File: src/rtl/shift_issue_queue.sv
// shift_issue_queue: command FIFO feeding a combinational barrel shifter with a registered result slot.
module shift_issue_queue #(
   parameter int DEPTH = 4
) (
   input  logic       clk,
   input  logic       rst,
   input  logic       flush,
   input  logic       in_valid,
   output logic       in_ready,
   input  logic [7:0] in_data,
   input  logic [2:0] in_num,
   input  logic [1:0] in_ctl,
   output logic [7:0] shift_in,
   output logic [2:0] shift_num,
   output logic [1:0] shift_ctl,
   input  logic [7:0] shift_out,
   output logic       out_valid,
   input  logic       out_ready,
   output logic [7:0] out_data,
   output logic       out_zero
);
   localparam int AW = $clog2(DEPTH);
   localparam logic [AW:0] FULL_CNT = (AW + 1)'(DEPTH);
   logic [12:0]   mem [DEPTH];
   logic [AW-1:0] rd_ptr, wr_ptr;
   logic [AW:0]   count;
   logic          empty, push, pop;
   assign empty    = count == '0;
   assign in_ready = count != FULL_CNT;
   assign push     = in_valid && in_ready;
   assign pop      = !empty && (!out_valid || out_ready);
   // Head is read straight from storage so the shifter sees it in the same cycle.
   assign shift_in  = empty ? 8'h00 : mem[rd_ptr][12:5];
   assign shift_num = empty ? 3'h0 : mem[rd_ptr][4:2];
   assign shift_ctl = empty ? 2'h0 : mem[rd_ptr][1:0];
   always_ff @(posedge clk) begin
      if (push) mem[wr_ptr] <= {in_data, in_num, in_ctl};
   end
   always_ff @(posedge clk) begin
      if (rst || flush) begin
         rd_ptr    <= '0;
         wr_ptr    <= '0;
         count     <= '0;
         out_valid <= 1'b0;
         out_data  <= 8'h00;
         out_zero  <= 1'b0;
      end else begin
         if (push) wr_ptr <= wr_ptr + 1'b1;
         if (pop) begin
            rd_ptr    <= rd_ptr + 1'b1;
            out_data  <= shift_out;
            out_zero  <= shift_out == 8'h00;
            out_valid <= 1'b1;
         end else if (out_ready) begin
            out_valid <= 1'b0;
         end
         count <= count + (AW + 1)'(push) - (AW + 1)'(pop);
      end
   end
endmodule

File: config.mk
export PLATFORM = sky130hd
export DESIGN_NAME = shift_issue_queue
export DESIGN_NICKNAME = d
export VERILOG_FILES = /design/src/rtl/shift_issue_queue.sv
export SDC_FILE = /design/constraint.sdc
export NUM_CORES = 1
export LEC_CHECK = 0
export ABC_AREA = 1
export CAP_MARGIN = 30
export CORE_UTILIZATION = 45
export DETAILED_ROUTE_END_ITERATION = 7
export PLACE_DENSITY = 0.73
export SLEW_MARGIN = 15
export SYNTH_ARGS = -nofsm -noshare
export SYNTH_HDL_FRONTEND = slang
export SYNTH_SLANG_ARGS = --single-unit
File: constraint.sdc
create_clock -name clk -period 2.3 [get_ports clk]
set_input_delay 0.46 -clock clk [delete_from_list [all_inputs] [get_ports clk]]
set_output_delay 0.46 -clock clk [all_outputs]
set_load 0.02 [all_outputs]
## Yosys cells after proc, flatten, opt, wreduce, memory -nomap -nowiden

Memories as Yosys holds them, arrays and structs flattened. A register that Yosys moved wholly into a read port is not among the register bits.
Index checks and enable logic that the tools add are counted.
Widths: inputs -> output; s select.

- Equality and inequality tests: 1
- Muxes and demuxes: 9
- Add/subtract/negate cells: 4
- Reductions and logical operators: 9

Operator list:

| operator | number |
|---|---|
| $logic_not 8->1 | 1 |
| $mux 8 | 1 |
| $mux 2 | 3 |
| $add 2x1->2 const B | 2 |
| $mux 1 | 4 |
| $add 3x1->3 | 1 |
| $logic_not 3->1 | 1 |
| $mux 3 | 1 |
| $ne 3x3->1 const B | 1 |
| $sub 3x1->3 | 1 |
| $logic_and 1x1->1 | 2 |
| $logic_not 1->1 | 2 |
| $logic_or 1x1->1 | 2 |
| $reduce_bool 2->1 | 1 |

- Register bits: 17
- Bits of input ports: 26
- Bits in writable memories: 52
- Output and inout bits: 24
- Memories kept: 1

Memories:

| name | depth | bits a word | read ports | clocked after memory_dff | write ports | RTL line | text |
|---|---|---|---|---|---|---|---|
| mem | 4 | 13 | 1 | 1 | 1 | 24 | `logic [12:0] mem [DEPTH];` |

## Logic depth before layout (Yosys ltp)

Gate-level depths: netlist (run 1).

- Depth in word-level cells: 5
- Mapped depth: 11
- Gate-level depth less buffers: 10

## Worst setup path after synthesis (run 1)

OpenSTA, ideal clock, no wires.

- Path type: reg-to-reg
- From: register out_valid
- To: register count[2]
- Path buffers: 1
- Cell stages (with the launch flop): 12
- Path slack: 0.309 ns
- Period minus slack after synthesis: 1.991 ns
- Setup time: 0.119 ns
- Data arrival time: 1.871 ns
- Cell sequence: dfxtp_1 -> inv_1 -> nor2_1 -> a21oi_2 -> buf_6 -> ha_1 -> inv_1 -> ha_1 -> inv_1 -> fa_1 -> o21ai_0 -> a21oi_1

- Longest elaborated chain between the ends: 4

Ends and longest elaborated chain:

| item | RTL line | text |
|---|---|---|
| start, declared | 17 | `output logic out_valid,` |
| start signal, assigned | 44 | `out_valid <= 1'b0;` |
| start signal, assigned | 53 | `out_valid <= 1'b1;` |
| start signal, assigned | 55 | `out_valid <= 1'b0;` |
| $logic_not 1->1 | 31 | `assign pop = !empty && (!out_valid \|\| out_ready);` |
| $logic_or 1x1->1 | 31 |  |
| $logic_and 1x1->1 | 31 |  |
| via pop | 27 | `logic empty, push, pop;` |
| $sub 3x1->3 | 57 | `count <= count + (AW + 1)'(push) - (AW + 1)'(pop);` |
| end signal, assigned | 57 |  |
| end, declared | 26 | `logic [AW:0] count;` |

The timed path passes the listed nets, and every way through them passes these cells.
A chain may end at the register's enable or synchronous reset.

## Final worst setup path (run 1)

- From: register count[2]
- To: output shift_num[2]

- Longest elaborated chain between the ends: 2

Ends and longest elaborated chain:

| item | RTL line | text |
|---|---|---|
| $logic_not 3->1 | 28 | `assign empty = count == '0;` |
| $mux 3 | 34 | `assign shift_num = empty ? 3'h0 : mem[rd_ptr][4:2];` |
| end, declared | 14 | `output logic [2:0] shift_num,` |

No other way between the ends.

==> results of run 1 <==
layer usage:
metal / vias up / routed length [um]
met5: - / 0
met4: 0 / 97
met3: 8 / 298
met2: 58 / 2690
met1: 920 / 2300
li1: 1026 / -
what timing repair did:
item                       4_1_cts  5_1_grt
resized for setup               17        0
buffers inserted                 1        0
setup endpoints to repair       13        0
hold buffers                     0        0
through the flow:
step / instances / instance area, um2 / TNS (ns)
floorplan: 270 / 2910 / 0
global placement: 394 / 3490 / -0.0314
detailed placement: 394 / 3490 / -0.0721
CTS: 411 / 3700 / 0
global route: 411 / 3700 / 0
finish: 411 / 3700 / 0
cells by family (layout without fill, tap and decap cells):
family,count (synthesis),count (layout)
simple gates,105,105
flops,71,71
compound gates,56,56
buf+inv,31,97
fa+ha+maj,7,7
worst paths after layout:
kind | startpoint | to | slack [ns] | depth (start not counted)
setup / recovery | count[2]$_SDFF_PP0_ | shift_num[2] | 0.17 | 6
hold / removal | out_zero$_SDFFE_PP0P_ | out_zero$_SDFFE_PP0P_ | 0.48 | 2
setup reg to reg | count[1]$_SDFF_PP0_ | count[2]$_SDFF_PP0_ | 0.40 | 10
hold reg to reg | out_zero$_SDFFE_PP0P_ | out_zero$_SDFFE_PP0P_ | 0.48 | 2
worst reg2reg max path: cells and delay by family, from the launching register on:
family | cells | cell delay [ns]
fa+ha+maj | 3 | 0.73
simple gates | 3 | 0.37
flops | 1 | 0.36
compound gates | 2 | 0.24
buf+inv | 2 | 0.11
cell usage in the layout (no fill, tap or decap), drive strengths merged, types with 6 or more instances in the layout:
cell	synthesis	final
inv	20	20
nand2	17	17
dfxtp	19	19
edfxtp	52	52
ha	6	6
clkdlybuf4s50	0	36
nor2	85	85
o21ai	37	37
buf	8	12
a21oi	19	19
dlygate4sd2	0	13
clkbuf	3	9
sequential cells by signal, summed over array words and instances, names as in the netlist, named ones only:
| register | count |
|---|---|
| out_valid | 1 |
| mem | 52 |
| out_zero | 1 |
| count | 3 |
| out_data | 8 |
| wr_ptr | 2 |
| rd_ptr | 2 |
where the power goes:
group | switching [mW] | internal (mW) | leakage [nW] | total, mW
logic | 0.595 | 0.398 | 0.666 | 0.994
registers | 0.0508 | 1.47 | 0.632 | 1.52
clock network | 0.451 | 0.502 | 0.0972 | 0.953
layout make-up:
type / instances / area, um2
timing repair buffer: 61 / 577
sequential: 71 / 1940
multi-input combinational: 168 / 811
clock buffer: 9 / 124
fill: 499 / 2390
inverter: 20 / 81.3
tap: 75 / 93.8
clock inverter: 7 / 72.6
==> impl_metrics.json, run 1 <==
{
  "synth.area.top_cells": "edfxtp_1 (54%), dfxtp_1 (13%), nor2_1 (11%), o21ai_0 (6.0%), a21oi_1 (2.9%)",
  "crit_type": "reg2out",
  "rsz0062_at_grt": "false",
  "critPathTopFamily": "buffers and inverters",
  "drv_slew": 0,
  "start_util": 0.478,
  "clockBufferDepth": 2,
  "die_w_um": 82.5,
  "clk_pin_slew_ns": 0.08,
  "leakagePower_nw": 1.40,
  "grt_pass1_wl_um": 8380,
  "layout-drive-gt1-share": 0.122,
  "antenna_left": 0,
  "cts_tree": "yes",
  "fin_nets": 364,
  "place_ws_ns": -0.0721,
  "pin_count": 50,
  "yosysMostFrequentCell": "nor2_1",
  "grtUsageMet3": 0.0604,
  "clock_latency_ns": 0.33,
  "end_kind": "primary output",
  "finClkSkew_ns": 0.00767,
  "wirelength_um": 5380,
  "hold_violations": 0,
  "drv_cap": 0,
  "powerDensity_nw_per_um2": 936,
  "critPathSlowestCell": "dfxtp_1",
  "hpwl_um": 3580,
  "netlist_instances": 270,
  "avgSynthCellArea_um2": 10.8,
  "place_congestion": 0.728,
  "drtIter0Drc": 117,
  "clkSinkCount": 71,
  "irDropWorstVdd_uv": 626,
  "post-route-drc-count": 0,
  "coreArea_um2": 6100,
  "post-synth-top-area-cell": "edfxtp_1",
  "worstPathArrival_ns": 1.67,
  "synth_top_area_frac": 0.536,
  "required_ns": 1.84,
  "post_synth_and_or_nand_nor_area_fraction": 0.147,
  "cp_max_fo": 13,
  "synth-xor-area-share": 0,
  "globalRouteMet1Util": 0.198,
  "busiest_layer": "met2",
  "syn_to_final_growth_pct": 27.1,
  "ys_ff_latch": 71,
  "ys_top_cells_by_count": "nor2_1 (84), edfxtp_1 (52), o21ai_0 (35)",
  "async_reset_ff_frac": 0,
  "start_kind": "register",
  "synth-seq-area-share": 0.666,
  "setup-violations-final": 0,
  "cts-root-buf": "clkbuf_8",
  "antenna_cells": 0,
  "grt_pass1_vias": 1921,
  "synthMuxAreaShare": 0,
  "crit_buf_inv": 4,
  "synth_edf_count": 52,
  "cts_buffers": 9,
  "ys.flop_type": "edfxtp_1",
  "fp-row-count": 28,
  "synth_top_family_by_area": "simple AND/OR/NAND/NOR gates",
  "fin_crit_ns": 2.13,
  "worstHoldPathType": "reg2reg",
  "slowest_delay_ns": 0.39,
  "vias": 2012,
  "firstDrtPassIters": 6,
  "syn_area_um2": 2910,
  "vias_per_cell": 4.90,
  "setup_ws_ns": 0.173,
  "max_freq_mhz": 470,
  "yosys.area_share.adder": 0.0326,
  "fp.dieH_um": 82.5,
  "outcome": "finished, final reports clean",
  "yosysUniqueCellTypes": 21,
  "port-buffer-count": 49,
  "worstMarginPinSlew_ns": 0.345,
  "maxSlewHeadroom": 0.769,
  "grt_use_total": 0.176,
  "wl_per_cell_um": 13.1,
  "synth_warnings": 0,
  "synth_compound_area_frac": 0.0988,
  "grt_util_met2": 0.290,
  "timing.final.crit_share": 0.925,
  "cts-htree-levels": 3,
  "utilization": 0.608,
  "antenna_found_initial": 0,
  "whs_ns": 0.476,
  "grt_max_degree": 27,
  "gr-total-overflow": 0,
  "die_area_um2": 6800,
  "synth_fp_nets": 303,
  "power_mw": 3.47,
  "crit_chain": "inv_2 > nand2_4 > clkinvlp_4 > buf_12 > a21oi_1 > dlygate4sd2_1"
}
Note: power is estimated with default switching activity, not from simulation.
==> run 2: changes to the inputs <==
CORE_UTILIZATION = 27   (was 45)
MAX_ROUTING_LAYER = met4   (was unset)
PLACE_DENSITY = 0.49   (was 0.73)
SKIP_LAST_GASP = 1   (was unset)
==> impl_metrics.json, run 2 (synthesis results as in run 1) <==
{
  "hpwl_um": 3890,
  "clockBufferDepth": 2,
  "pin_count": 50,
  "grt_max_degree": 28,
  "fp-row-count": 37,
  "maxSlewHeadroom": 0.815,
  "timing.final.crit_share": 0.946,
  "worstMarginPinSlew_ns": 0.277,
  "largest-register": "mem",
  "clock_latency_ns": 0.34,
  "leakagePower_nw": 1.40,
  "max_freq_mhz": 460,
  "fp.dieH_um": 106,
  "critPathSlowestCell": "dlygate4sd2_1",
  "cts-htree-levels": 3,
  "antenna_cells": 0,
  "r2r_cells": 10,
  "fin_nets": 367,
  "setup_ws_ns": 0.125,
  "clkSinkCount": 71,
  "grt_pass1_wl_um": 9690,
  "drtIter0Drc": 54,
  "place_ws_ns": -0.0739,
  "hold_violations": 0,
  "layout-drive-gt1-share": 0.121,
  "firstDrtPassIters": 4,
  "post_cts_buffers": 0,
  "cts_tree": "yes",
  "start_kind": "register",
  "antenna_found_initial": 0,
  "wirelength_um": 6060,
  "fin_cells": 475,
  "worstPathArrival_ns": 1.71,
  "rsz0062_at_grt": "false",
  "grt_pass1_vias": 1982,
  "antenna_left": 0,
  "fin_setup_tns_ns": 0,
  "ff_latch_area_um2": 1940,
  "cts-root-buf": "clkbuf_8",
  "grt_use_total": 0.119,
  "drv_slew": 0,
  "fin_crit_ns": 2.17,
  "powerDensity_nw_per_um2": 920,
  "ff2ff_setup_slack_ns": 0.44,
  "dp.cells": 459,
  "setup-violations-final": 0,
  "crit_chain": "buf_12 > inv_2 > buf_4 > o21ai_0 > a21oi_1 > dlygate4sd2_1",
  "whs_path_depth": 2,
  "irDropWorstVdd_uv": 417,
  "outcome": "finished, final reports clean",
  "required_ns": 1.84,
  "finClkSkew_ns": 0.00555,
  "syn_to_final_growth_pct": 30.4,
  "gr-total-overflow": 0,
  "multi_input_area_um2": 811,
  "place_congestion": 0.724,
  "coreArea_um2": 10400,
  "whs_ns": 0.481,
  "port-buffer-count": 49,
  "n_fill_cell": 1077,
  "crit_type": "reg2out",
  "cts_buffers": 9,
  "layout_commonest_cell": "nor2_1",
  "start_util": 0.280,
  "power_mw": 3.49,
  "die_area_um2": 11200,
  "layout_common_cells": "nor2_1 (84), edfxtp_1 (52), clkdlybuf4s50_1 (36), o21ai_0 (34), dfxtp_1 (19)",
  "reg_top3": "mem: 52 flops, out_data: 8 flops, count: 3 flops",
  "cp_max_fo": 27,
  "end_kind": "primary output",
  "largest_reg_flops": 52,
  "post-route-drc-count": 0,
  "wl_per_cell_um": 12.8,
  "clk_pin_slew_ns": 0.08,
  "worstHoldPathType": "reg2reg",
  "slowest_delay_ns": 0.35,
  "vias_per_cell": 4.19,
  "vias": 1991,
  "drv_cap": 0,
  "die_w_um": 106
}
==> run 2: changes by cell type in the layout (fill, tap and decap cells not counted) <==
cell,change
dfxtp_1,+2
o21ai_1,+1
inv_4,-1
buf_4,+2
inv_1,+1
inv_2,+1
dlygate4sd2_1,-1
clkdlybuf4s15_1,+1
buf_12,+1
dfxtp_2,-2
inv_6,-1
clkinv_4,-2
o21ai_0,-1
clkinv_2,+2
==> run 2: area by class of cell <==
class                      count  area share
clock buffer                   9      0.0326
clock inverter                 7      0.0168
inverter                      20      0.0198
multi-input combinational    168       0.213
sequential                    71       0.511
tap                          136      0.0448
timing repair buffer          64       0.161
==> run 2: worst max-delay path, delay by kind of cell (launching register included) <==
| family | cells | cell delay [ns] |
|---|---|---|
| DFF | 1 | 0.33 |
| AOI/OAI and AO/OA | 2 | 0.29 |
| buffers and inverters | 4 | 0.76 |
==> run 2: through the flow <==
stage,utilization,area [um2]
floorplan,-,2910
global placement,0.348,3630
detailed placement,0.348,3630
CTS,0.365,3800
global route,0.365,3800
finish,0.365,3800
==> run 2: layer usage <==
metal	share of wire	GRT usage	wire length [um]
met3	0.078	0.0558	471
met2	0.44	0.181	2690
met5	0	-	0
met4	0.0086	0.0327	52
met1	0.47	0.142	2840
==> run 2: worst paths after layout <==
check                         start                    end
max reg2reg  out_valid$_SDFFE_PP0P_    count[2]$_SDFF_PP0_
max                        register            shift_in[2]
min           out_zero$_SDFFE_PP0P_  out_zero$_SDFFE_PP0P_
min reg2reg   out_zero$_SDFFE_PP0P_  out_zero$_SDFFE_PP0P_
==> run 2: report_power, final <==
group | total, mW | internal, mW | switching, mW
logic | 1.04 | 0.420 | 0.622
registers | 1.51 | 1.47 | 0.0424
clock network | 0.943 | 0.491 | 0.452
total | 3.49 | 2.38 | 1.12
==> run 2: timing repair <==
item | 4_1_cts | 5_1_grt
setup endpoints to repair | 13 | 1
hold endpoints to repair | 0 | 0
gates resized for setup | 13 | 2
hold buffers | 0 | 0
==> run 3: changes to the inputs <==
--- a/config.mk
+++ b/config.mk
@@ -10,2 +10,3 @@
 export CORE_UTILIZATION = 27
+export CTS_CLUSTER_DIAMETER = 150
 export DETAILED_ROUTE_END_ITERATION = 7
--- a/constraint.sdc
+++ b/constraint.sdc
@@ -3,2 +3,2 @@
 set_output_delay 0.46 -clock clk [all_outputs]
-set_load 0.02 [all_outputs]
+set_load 0.005 [all_outputs]
==> impl_metrics.json, run 3 (synthesis results as in run 1) <==
{
  "outcome": "finished, final reports clean",
  "utilization": 0.372,
  "end_kind": "primary output",
  "drtIter0Drc": 72,
  "vias": 2013,
  "reg_top3": "mem: 52 flops, out_data: 8 flops, count: 3 flops",
  "largest-register": "mem",
  "fp-row-count": 37,
  "gr-total-overflow": 0,
  "cts_buffers": 9,
  "largest_reg_flops": 52,
  "grt_util_met2": 0.183,
  "clkSinkCount": 71,
  "antenna_cells": 0,
  "cts-root-buf": "clkbuf_8",
  "finClkSkew_ns": 0.00949,
  "worstHoldPathType": "reg2reg",
  "cts-htree-levels": 3,
  "worstPathArrival_ns": 1.75,
  "rsz0062_at_grt": "false",
  "hpwl_um": 3830,
  "required_ns": 1.84,
  "coreArea_um2": 10400,
  "clockBufferDepth": 2,
  "maxSlewHeadroom": 0.786,
  "clk_pin_slew_ns": 0.07,
  "start_util": 0.280,
  "r2r-start": "count[1]$_SDFF_PP0_",
  "die_area_um2": 11200,
  "layout_commonest_cell": "nor2_1",
  "timing.final.crit_share": 0.963,
  "n_fill_cell": 1031,
  "port-buffer-count": 49,
  "post-route-drc-count": 0,
  "wirelength_um": 5960,
  "grt_pass1_vias": 1992,
  "vias_per_cell": 4.25,
  "die_w_um": 106,
  "irDropWorstVdd_uv": 401,
  "drv_cap": 0,
  "fin_crit_ns": 2.21,
  "busiest_layer": "met2",
  "dp.cells": 458,
  "start_kind": "register",
  "grtUsageMet3": 0.0490,
  "place_congestion": 0.734,
  "crit_type": "reg2out",
  "fin_nets": 366,
  "cp_max_fo": 8,
  "layout_common_cells": "nor2_1 (84), edfxtp_1 (52), clkdlybuf4s50_1 (37), o21ai_0 (35)",
  "pin_count": 50,
  "syn_to_final_growth_pct": 33.0,
  "layout-drive-gt1-share": 0.130,
  "grt_pass1_wl_um": 9770,
  "post_cts_buffers": 0,
  "hold_violations": 0,
  "antenna_found_initial": 0,
  "powerDensity_nw_per_um2": 906,
  "drv_slew": 0,
  "min-delay-start": "out_zero$_SDFFE_PP0P_",
  "fin_cells": 474,
  "multi_input_area_um2": 811,
  "ff_latch_area_um2": 1950,
  "setup-violations-final": 0,
  "grt_use_total": 0.119,
  "grt_max_degree": 27,
  "fp.dieH_um": 106,
  "antenna_left": 0,
  "clock_latency_ns": 0.34,
  "wl_per_cell_um": 12.6,
  "whs_ns": 0.480,
  "globalRouteMet1Util": 0.143,
  "firstDrtPassIters": 4,
  "cts_tree": "yes",
  "worstMarginPinSlew_ns": 0.321,
  "max_freq_mhz": 452,
  "power_mw": 3.51,
  "leakagePower_nw": 1.55
}
[run 3: cell types whose count changed in the layout (fill, tap and decap cells not counted), moves of 2 or more]
cell            before  now
buf_4               13   11
buf_8                0    2
clkinv_2             3    1
dfxtp_1             19   16
dfxtp_2              0    2
dlygate4sd2_1       12    1
dlymetal6s2s_1       0   11
[run 3: layout make-up]
type                       instances  area share
sequential                        71       0.503
timing repair buffer              63       0.168
clock buffer                       9      0.0320
tap                              136      0.0439
clock inverter                     7      0.0249
multi-input combinational        168       0.209
inverter                          20      0.0200
[run 3: final timing paths]
path	slack (ns)	depth (start not counted)	end
hold / removal	0.48	2	out_zero$_SDFFE_PP0P_
setup reg to reg	0.43	10	count[2]$_SDFF_PP0_
hold reg to reg	0.48	2	out_zero$_SDFFE_PP0P_
setup / recovery	0.09	6	shift_in[2]
[run 3: report_power, final]
part / leakage [nW] / internal, mW / switching (mW)
Sequential: 0.633 / 1.47 / 0.0517
Combinational: 0.816 / 0.440 / 0.472
Clock: 0.102 / 0.611 / 0.467
[run 3: what timing repair did]
item / CTS / global route
pin swaps: 0 / 8
hold buffers: 0 / 0
resized for setup: 8 / 13
endpoints found under the setup margin: 13 / 12
[run 3: per-stage QoR]
step,TNS (ns),setup WS [ns],area [um2]
after global routing,0,0.00321,3880
after detailed placement,-0.0603,-0.0603,3610
final,0,0.0862,3880
after floorplan,0,0.321,2910
after CTS,0,0.00114,3840
after global placement,-0.0142,-0.0142,3610
[run 3: metal layers]
layer  up-vias  share of wire
met5         -              0
met4         0         0.0082
met3         4          0.076
met2        60           0.45
met1       920           0.47
li1       1029              -
[run 3: critical path: stages, from the launching register on]
cell	delay, ns
dfxtp_4	0.40
buf_8	0.14
nor2_1	0.05
nor2_1	0.06
o21ai_0	0.08
a21oi_1	0.16
clkdlybuf4s50_1	0.52
